<file path="src/rtl/mem_loader_pkg.sv">
// Shared definitions for the mem_loader slice: FSM state encoding and RAM address widths.
package mem_loader_pkg;

  localparam int unsigned INST_AW = 10;
  localparam int unsigned DATA_AW = 16;

  typedef enum logic [2:0] {
    IDLE,
    LOAD,
    RUN,
    DUMP_ADDR,
    DUMP_WAIT,
    DUMP_SEND,
    DONE
  } state_t;

endpackage

</file>
<file path="src/rtl/mem_loader_byte_packer.sv">
// Big-endian byte-to-word packer: the first byte of a word lands in [31:24]; word_valid pulses
// for one cycle after the fourth byte while the next word may already be shifting in.
module byte_packer (
  input  logic        clk,
  input  logic        rst_n,
  input  logic        clear,
  input  logic        byte_valid,
  input  logic [7:0]  byte_in,
  output logic [1:0]  byte_cnt,
  output logic        word_valid,
  output logic [31:0] word
);

  always_ff @(posedge clk or negedge rst_n) begin
    if (!rst_n) begin
      byte_cnt   <= '0;
      word       <= '0;
      word_valid <= 1'b0;
    end else begin
      word_valid <= byte_valid && (byte_cnt == 2'd3);
      if (clear) begin
        byte_cnt <= '0;
      end else if (byte_valid) begin
        byte_cnt <= byte_cnt + 2'd1;
        word     <= {word[23:0], byte_in};
      end
    end
  end

endmodule

</file>
<file path="src/rtl/mem_loader.sv">
// Loads instruction words from a byte stream, runs the CPU, then streams data RAM bytes out.
// Optional trailing checksum byte on the load stream: define MEM_LOADER_CHECKSUM_EN.
module mem_loader
  import mem_loader_pkg::*;
#(
  parameter int unsigned LOAD_WORDS = 1024,
  parameter int unsigned DUMP_BYTES = 256
) (
  input  logic               clk_in,
  input  logic               reset,
  input  logic               start,
  input  logic [7:0]         rx_data,
  input  logic               rx_valid,
  output logic               rx_ready,
  output logic [7:0]         tx_data,
  output logic               tx_valid,
  input  logic               tx_ready,
  output logic               inst_ram_we,
  output logic [INST_AW-1:0] addr_inst_ram,
  output logic [31:0]        din_inst_ram,
  output logic               dump_active,
  output logic [DATA_AW-1:0] addr_data_ram,
  input  logic [7:0]         dout_data_ram,
  output logic               cpu_enable,
  input  logic               cpu_finish,
  output logic               busy,
  output logic               done,
  output logic               error
);

  localparam logic [INST_AW-1:0] LAST_WORD = INST_AW'(LOAD_WORDS - 1);
  localparam logic [16:0]        LAST_BYTE = 17'(DUMP_BYTES - 1);

  state_t              state, state_nx;
  logic [1:0]          rst_sync;
  logic                rst_n;
  logic [INST_AW-1:0]  word_idx;
  logic [16:0]         dump_idx;
  logic                payload_done;
  logic                done_q;
  logic                start_ok, rx_fire, pack_valid, tx_fire;
  logic                load_exit, load_fail;
  logic [1:0]          byte_cnt;
  logic                word_valid;
  logic [31:0]         word;

  // Assert asynchronously, release two edges after reset rises.
  always_ff @(posedge clk_in or negedge reset) begin
    if (!reset) rst_sync <= '0;
    else        rst_sync <= {rst_sync[0], 1'b1};
  end
  assign rst_n = rst_sync[1];

  assign start_ok   = (state == IDLE) && start;
  assign rx_fire    = rx_valid && rx_ready;
  assign pack_valid = rx_fire && !payload_done;
  assign tx_fire    = (state == DUMP_SEND) && tx_ready;

  byte_packer u_packer (
    .clk        (clk_in),
    .rst_n      (rst_n),
    .clear      (start_ok),
    .byte_valid (pack_valid),
    .byte_in    (rx_data),
    .byte_cnt   (byte_cnt),
    .word_valid (word_valid),
    .word       (word)
  );

`ifdef MEM_LOADER_CHECKSUM_EN
  logic [7:0] csum;
  logic       csum_got, csum_bad, words_done, err_q;

  // The byte after the payload is the checksum; compare it against the running sum.
  always_ff @(posedge clk_in or negedge rst_n) begin
    if (!rst_n) begin
      csum       <= '0;
      csum_got   <= 1'b0;
      csum_bad   <= 1'b0;
      words_done <= 1'b0;
      err_q      <= 1'b0;
    end else if (start_ok) begin
      csum       <= '0;
      csum_got   <= 1'b0;
      csum_bad   <= 1'b0;
      words_done <= 1'b0;
      err_q      <= 1'b0;
    end else begin
      if (pack_valid) csum <= csum + rx_data;
      if (rx_fire && payload_done) begin
        csum_got <= 1'b1;
        csum_bad <= (rx_data != csum);
      end
      if (word_valid && (word_idx == LAST_WORD)) words_done <= 1'b1;
      if ((state == LOAD) && load_fail) err_q <= 1'b1;
    end
  end

  assign rx_ready  = (state == LOAD) && !csum_got;
  assign load_exit = words_done && csum_got;
  assign load_fail = load_exit && csum_bad;
  assign error     = err_q;
`else
  assign rx_ready  = (state == LOAD) && !payload_done;
  assign load_exit = word_valid && (word_idx == LAST_WORD);
  assign load_fail = 1'b0;
  assign error     = 1'b0;
`endif

  always_ff @(posedge clk_in or negedge rst_n) begin
    if (!rst_n) begin
      state        <= IDLE;
      word_idx     <= '0;
      dump_idx     <= '0;
      payload_done <= 1'b0;
      tx_data      <= '0;
      done_q       <= 1'b0;
    end else begin
      state <= state_nx;
      if (start_ok) begin
        word_idx     <= '0;
        dump_idx     <= '0;
        payload_done <= 1'b0;
        done_q       <= 1'b0;
      end else begin
        // Counters saturate at their last value so nothing wraps within a session.
        if (word_valid && (word_idx != LAST_WORD)) word_idx <= word_idx + 1'b1;
        if (pack_valid && (byte_cnt == 2'd3) && (word_idx == LAST_WORD)) payload_done <= 1'b1;
        if (state == DUMP_WAIT) tx_data <= dout_data_ram;
        if (tx_fire && (dump_idx != LAST_BYTE)) dump_idx <= dump_idx + 1'b1;
        if (state_nx == DONE) done_q <= 1'b1;
      end
    end
  end

  always_comb begin
    state_nx    = state;
    busy        = 1'b1;
    cpu_enable  = 1'b0;
    dump_active = 1'b0;
    tx_valid    = 1'b0;
    case (state)
      IDLE: begin
        busy = 1'b0;
        if (start) state_nx = LOAD;
      end
      LOAD: begin
        if (load_exit) state_nx = load_fail ? DONE : RUN;
      end
      RUN: begin
        cpu_enable = !cpu_finish;
        if (cpu_finish) state_nx = DUMP_ADDR;
      end
      DUMP_ADDR: begin
        dump_active = 1'b1;
        state_nx    = DUMP_WAIT;
      end
      DUMP_WAIT: begin
        dump_active = 1'b1;
        state_nx    = DUMP_SEND;
      end
      DUMP_SEND: begin
        dump_active = 1'b1;
        tx_valid    = 1'b1;
        if (tx_ready) state_nx = (dump_idx == LAST_BYTE) ? DONE : DUMP_ADDR;
      end
      DONE: begin
        busy     = 1'b0;
        state_nx = IDLE;
      end
      default: state_nx = IDLE;
    endcase
  end

  assign done          = done_q;
  assign inst_ram_we   = word_valid;
  assign addr_inst_ram = word_idx;
  assign din_inst_ram  = word;
  assign addr_data_ram = dump_active ? dump_idx[DATA_AW-1:0] : '0;

endmodule

</file>
<file path="config.mk">
export PLATFORM = sky130hd
export DESIGN_NAME = mem_loader
export DESIGN_NICKNAME = d
export VERILOG_FILES = /design/src/rtl/mem_loader_pkg.sv /design/src/rtl/mem_loader_byte_packer.sv /design/src/rtl/mem_loader.sv
export SDC_FILE = /design/constraint.sdc
export NUM_CORES = 1
export LEC_CHECK = 0
export ABC_AREA = 1
export BUFFER_PORTS_ARGS = -buffer_cell sky130_fd_sc_hd__buf_2
export CORE_ASPECT_RATIO = 0.8
export CORE_MARGIN = 2
export CORE_UTILIZATION = 27
export CTS_CLUSTER_SIZE = 40
export DETAILED_ROUTE_END_ITERATION = 6
export SLEW_MARGIN = 20
export SYNTH_ARGS = -nofsm -noshare
export SYNTH_HDL_FRONTEND = slang
export SYNTH_HIERARCHICAL = 1
export SYNTH_SLANG_ARGS = --single-unit
export TNS_END_PERCENT = 30
</file>
<file path="constraint.sdc">
create_clock -name clk_in -period 2.55 [get_ports clk_in]
set_clock_uncertainty 0.05 [all_clocks]
set_input_delay 0.255 -clock clk_in [delete_from_list [all_inputs] [get_ports clk_in]]
set_output_delay 0.255 -clock clk_in [all_outputs]
set_load 0.02 [all_outputs]
</file>
==> metrics.md <==
| Metric | Value |
|---|---|
| Worst-path cell chain | inv_2 > nand2_1 > nor2_1 > nor2_2 > buf_4 > nor2_1 > buf_2 |
| Vias/cell | 4.419 |
| ANT cells | 0 |
| Clock slew seen by the registers of the worst setup and hold paths | 0.07 ns |
| Rel. slew slack | 58.03% |
| Leakage | 2.559 nW |
| CTS tree | yes |
| Crit path arrival time | 1.70 ns |
| Core Area | 14860 um2 |
| Metal2 WL | 4345 um |
| CP Class | flip-flop to primary output |
| Worst vdd ir | 0.4922 mV |
| Root buffer cell | clkbuf_16 |
| Placed cells | 752 |
| Most used cell, CP | nor2_1 |
| Hold Path Class | input pin to flip-flop |
| Biggest cell delay along the critical path | 0.41 ns |
| Fin. max-slew vios | 0 |
| Met3 Wirelength | 649 um |
| Total gr overflow | 0 |
| Layout cell share with drive strength beyond 1 | 30.52% |
| Wire length of the first global-routing pass | 16800 um |
| # port buffers | 94 |
| Largest net degree at the start of global routing | 43 |
| Cells after Synth | 481 |
| Worst path depth | 7 |
| GPL Wtd Cong | 0.8172 |
| Hold-fix buffers at CTS | 1 |
| Starting Density | 27.37% |
| Nets | 600 |
| Finished Layout Cells | 769 |
| TritonCTS Buffers | 9 |
| Skew-Pair Late Insertion Delay | 0.34 ns |
| Total global-route track usage | 13.41% |
| CTS HTree Levels | 3 |
| Netlist Area Pre-Place | 4069 um2 |
| Flops & latches, synth | 77 |
| Hold Path Stages | 3 |
| Hpwl dp | 7097 um |
| Seq/Total Area, Yosys | 47.36% |
| Endpoints failing setup | 0 |
| Die height | 113.8 um |
| Period utilization | 78.46% |
| Antenna-violating nets left | 0 |
| Util after Layout | 33.55% |
| Die width | 141.3 um |
| Most frequent cells in the layout | nand2_1, buf_2, dfrtp_1 |
| DR WL/cell | 13.13 um |
| Clk sink count | 77 |
| Status | completed |
| Syn_nets | 506 |
| CP max FO | 16 |
| Max-cap violations | 0 |
| Startpoint Class | flip-flop |
| CTS Buffer Depth | 2 |
| Area Growth Syn to Fin | 22.57% |
| Total power | 0.004109 W |
| Setup repair bufs after CTS | 0 |
| CP max stage cell | dfrtp_1 |
| Die area | 16070 um2 |
| Post-route DRC | 0 |
| Final wirelength | 10090 um |
| R2r setup slk | 0.65 ns |
| Initial antenna violation count | 0 |
| Sum Neg Setup Slack | 0 ns |
| CP required | 2.25 ns |
| Pwr/cell area | 824.0 nW/um2 |
| Vias in the first global route | 3174 |
| Crit path time final | 2.001 ns |
| Achievable Freq | 499.8 MHz |
| Hold Vio Cnt, Final | 0 |
| Delay-heaviest family, CP | buffers and inverters |
| Unrepaired setup endpoints after global routing | no |
| First-iteration detailed-routing DRC count | 310 |
| Post-Synthesis Mean Instance Area | 8.459 um2 |
| DR top layer | met4 |
| Most common cell after layout, fill and taps aside | nand2_1 |
| Register-to-Register Path Depth | 10 |
| Met1 WL | 4997 um |
| CP Buf/Inv Count | 3 |
| Unique masters post-synth | 34 |
| Number of placed I/O pins | 96 |
| Crit. End Element | primary output |
| Synth warnings | 6 |
| Measured slew at the worst slew-check pin | 0.6268 ns |
| Post-CTS resize count | 0 |
| TritonRoute pass-1 iters | 4 |
| Vias | 3398 |
| Row cnt | 40 |
==> layout make-up <==
type                            count  area (um2)
Sequential cell                    77        1931
Clock inverter                      6       68.82
Tap cell                          189       236.5
Clock buffer                       10       239.0
Inverter                           42       161.4
Multi-Input combinational cell    343        1805
Timing Repair Buffer              102       545.5
Fill cell                        1554        9877
==> power breakdown <==
part | total (W) | internal [W] | switching [W]
sequential | 0.00176 | 0.00147 | 0.000285
clock | 0.00134 | 0.000792 | 0.000544
combinational | 0.00101 | 0.000354 | 0.000660
==> registers in the layout (all words and copies together), names as in the netlist <==
signal and cells:
dump_idx 17, u_packer/byte_cnt 2, state 3, rst_sync 2
u_packer/word 32, done 1, addr_inst_ram 10, payload_done 1
u_packer/word_valid 1, tx_data 8
==> synth_stat cells <==
cell | n | share of area [%]
a21oi_1 | 4 | 0.49
a21oi_2 | 1 | 0.22
a221oi_2 | 1 | 0.37
a31oi_1 | 1 | 0.15
buf_12 | 2 | 0.98
buf_2 | 4 | 0.49
buf_4 | 7 | 1.3
buf_6 | 6 | 1.7
clkinv_2 | 1 | 0.12
conb_1 | 2 | 0.18
dfrtp_1 | 77 | 47
ha_1 | 3 | 0.92
inv_1 | 37 | 3.4
inv_2 | 3 | 0.28
inv_4 | 1 | 0.15
mux2_2 | 8 | 2.2
nand2_1 | 110 | 10
nand2_2 | 25 | 3.8
nand2_4 | 1 | 0.28
nand2_8 | 3 | 1.5
nand3_1 | 71 | 8.7
nand3_2 | 4 | 0.98
nand4_1 | 6 | 0.92
nand4_2 | 2 | 0.61
nor2_1 | 60 | 5.5
nor2_2 | 3 | 0.46
nor2_4 | 2 | 0.55
nor2_8 | 1 | 0.49
nor3_1 | 5 | 0.61
nor3b_1 | 1 | 0.18
o21ai_0 | 14 | 1.7
o21ai_1 | 1 | 0.12
o21ai_2 | 2 | 0.43
xor2_1 | 12 | 2.6
==> final timing paths <==
path	start	to
worst max-delay path	state[2]	addr_data_ram[10]
worst min-delay path	rx_data[1]	u_packer/word[1]
worst max register to register	addr_inst_ram[0]	addr_inst_ram[6]
worst min register to register	rst_sync[1]	u_packer/word[3]
max in group asynchronous	rst_sync[1]	addr_inst_ram[0]
min in group asynchronous	reset	rst_sync[0]
==> logic make-up (layout without fill, tap and decap cells) <==
logic type,after synthesis,after routing,share of synthesized area (%)
compound gates,24,24,3.506
other cells,2,2,0.1846
mux,8,8,2.214
simple gates,294,294,34.84
flops,77,77,47.36
xor+xnor,12,12,2.583
buf+inv,61,160,8.395
fa+ha+maj,3,3,0.9226
==> through the flow <==
stage               hold slack [ns]  area, um2  setup slack, ns
floorplan                  -0.09059       4069           0.1968
global placement          -0.002604       4669           0.6974
detailed placement        -0.001501       4669           0.6897
CTS                         0.08160       4987           0.5301
global route                0.08014       4987           0.4084
finish                      0.09081       4987           0.5493
==> layer usage <==
| layer | GRT usage, % | vias up |
|---|---|---|
| li1 | - | 1726 |
| met1 | 19.27 | 1570 |
| met2 | 19.26 | 93 |
| met3 | 4.408 | 9 |
| met4 | 3.800 | 0 |
| met5 | 0 | - |
==> worst min-delay path, stage by stage <==
cell,delay [ns]
buf_2,0.08
nand3_1,0.06
nand2_1,0.06
(Power assumes the default switching activity.)
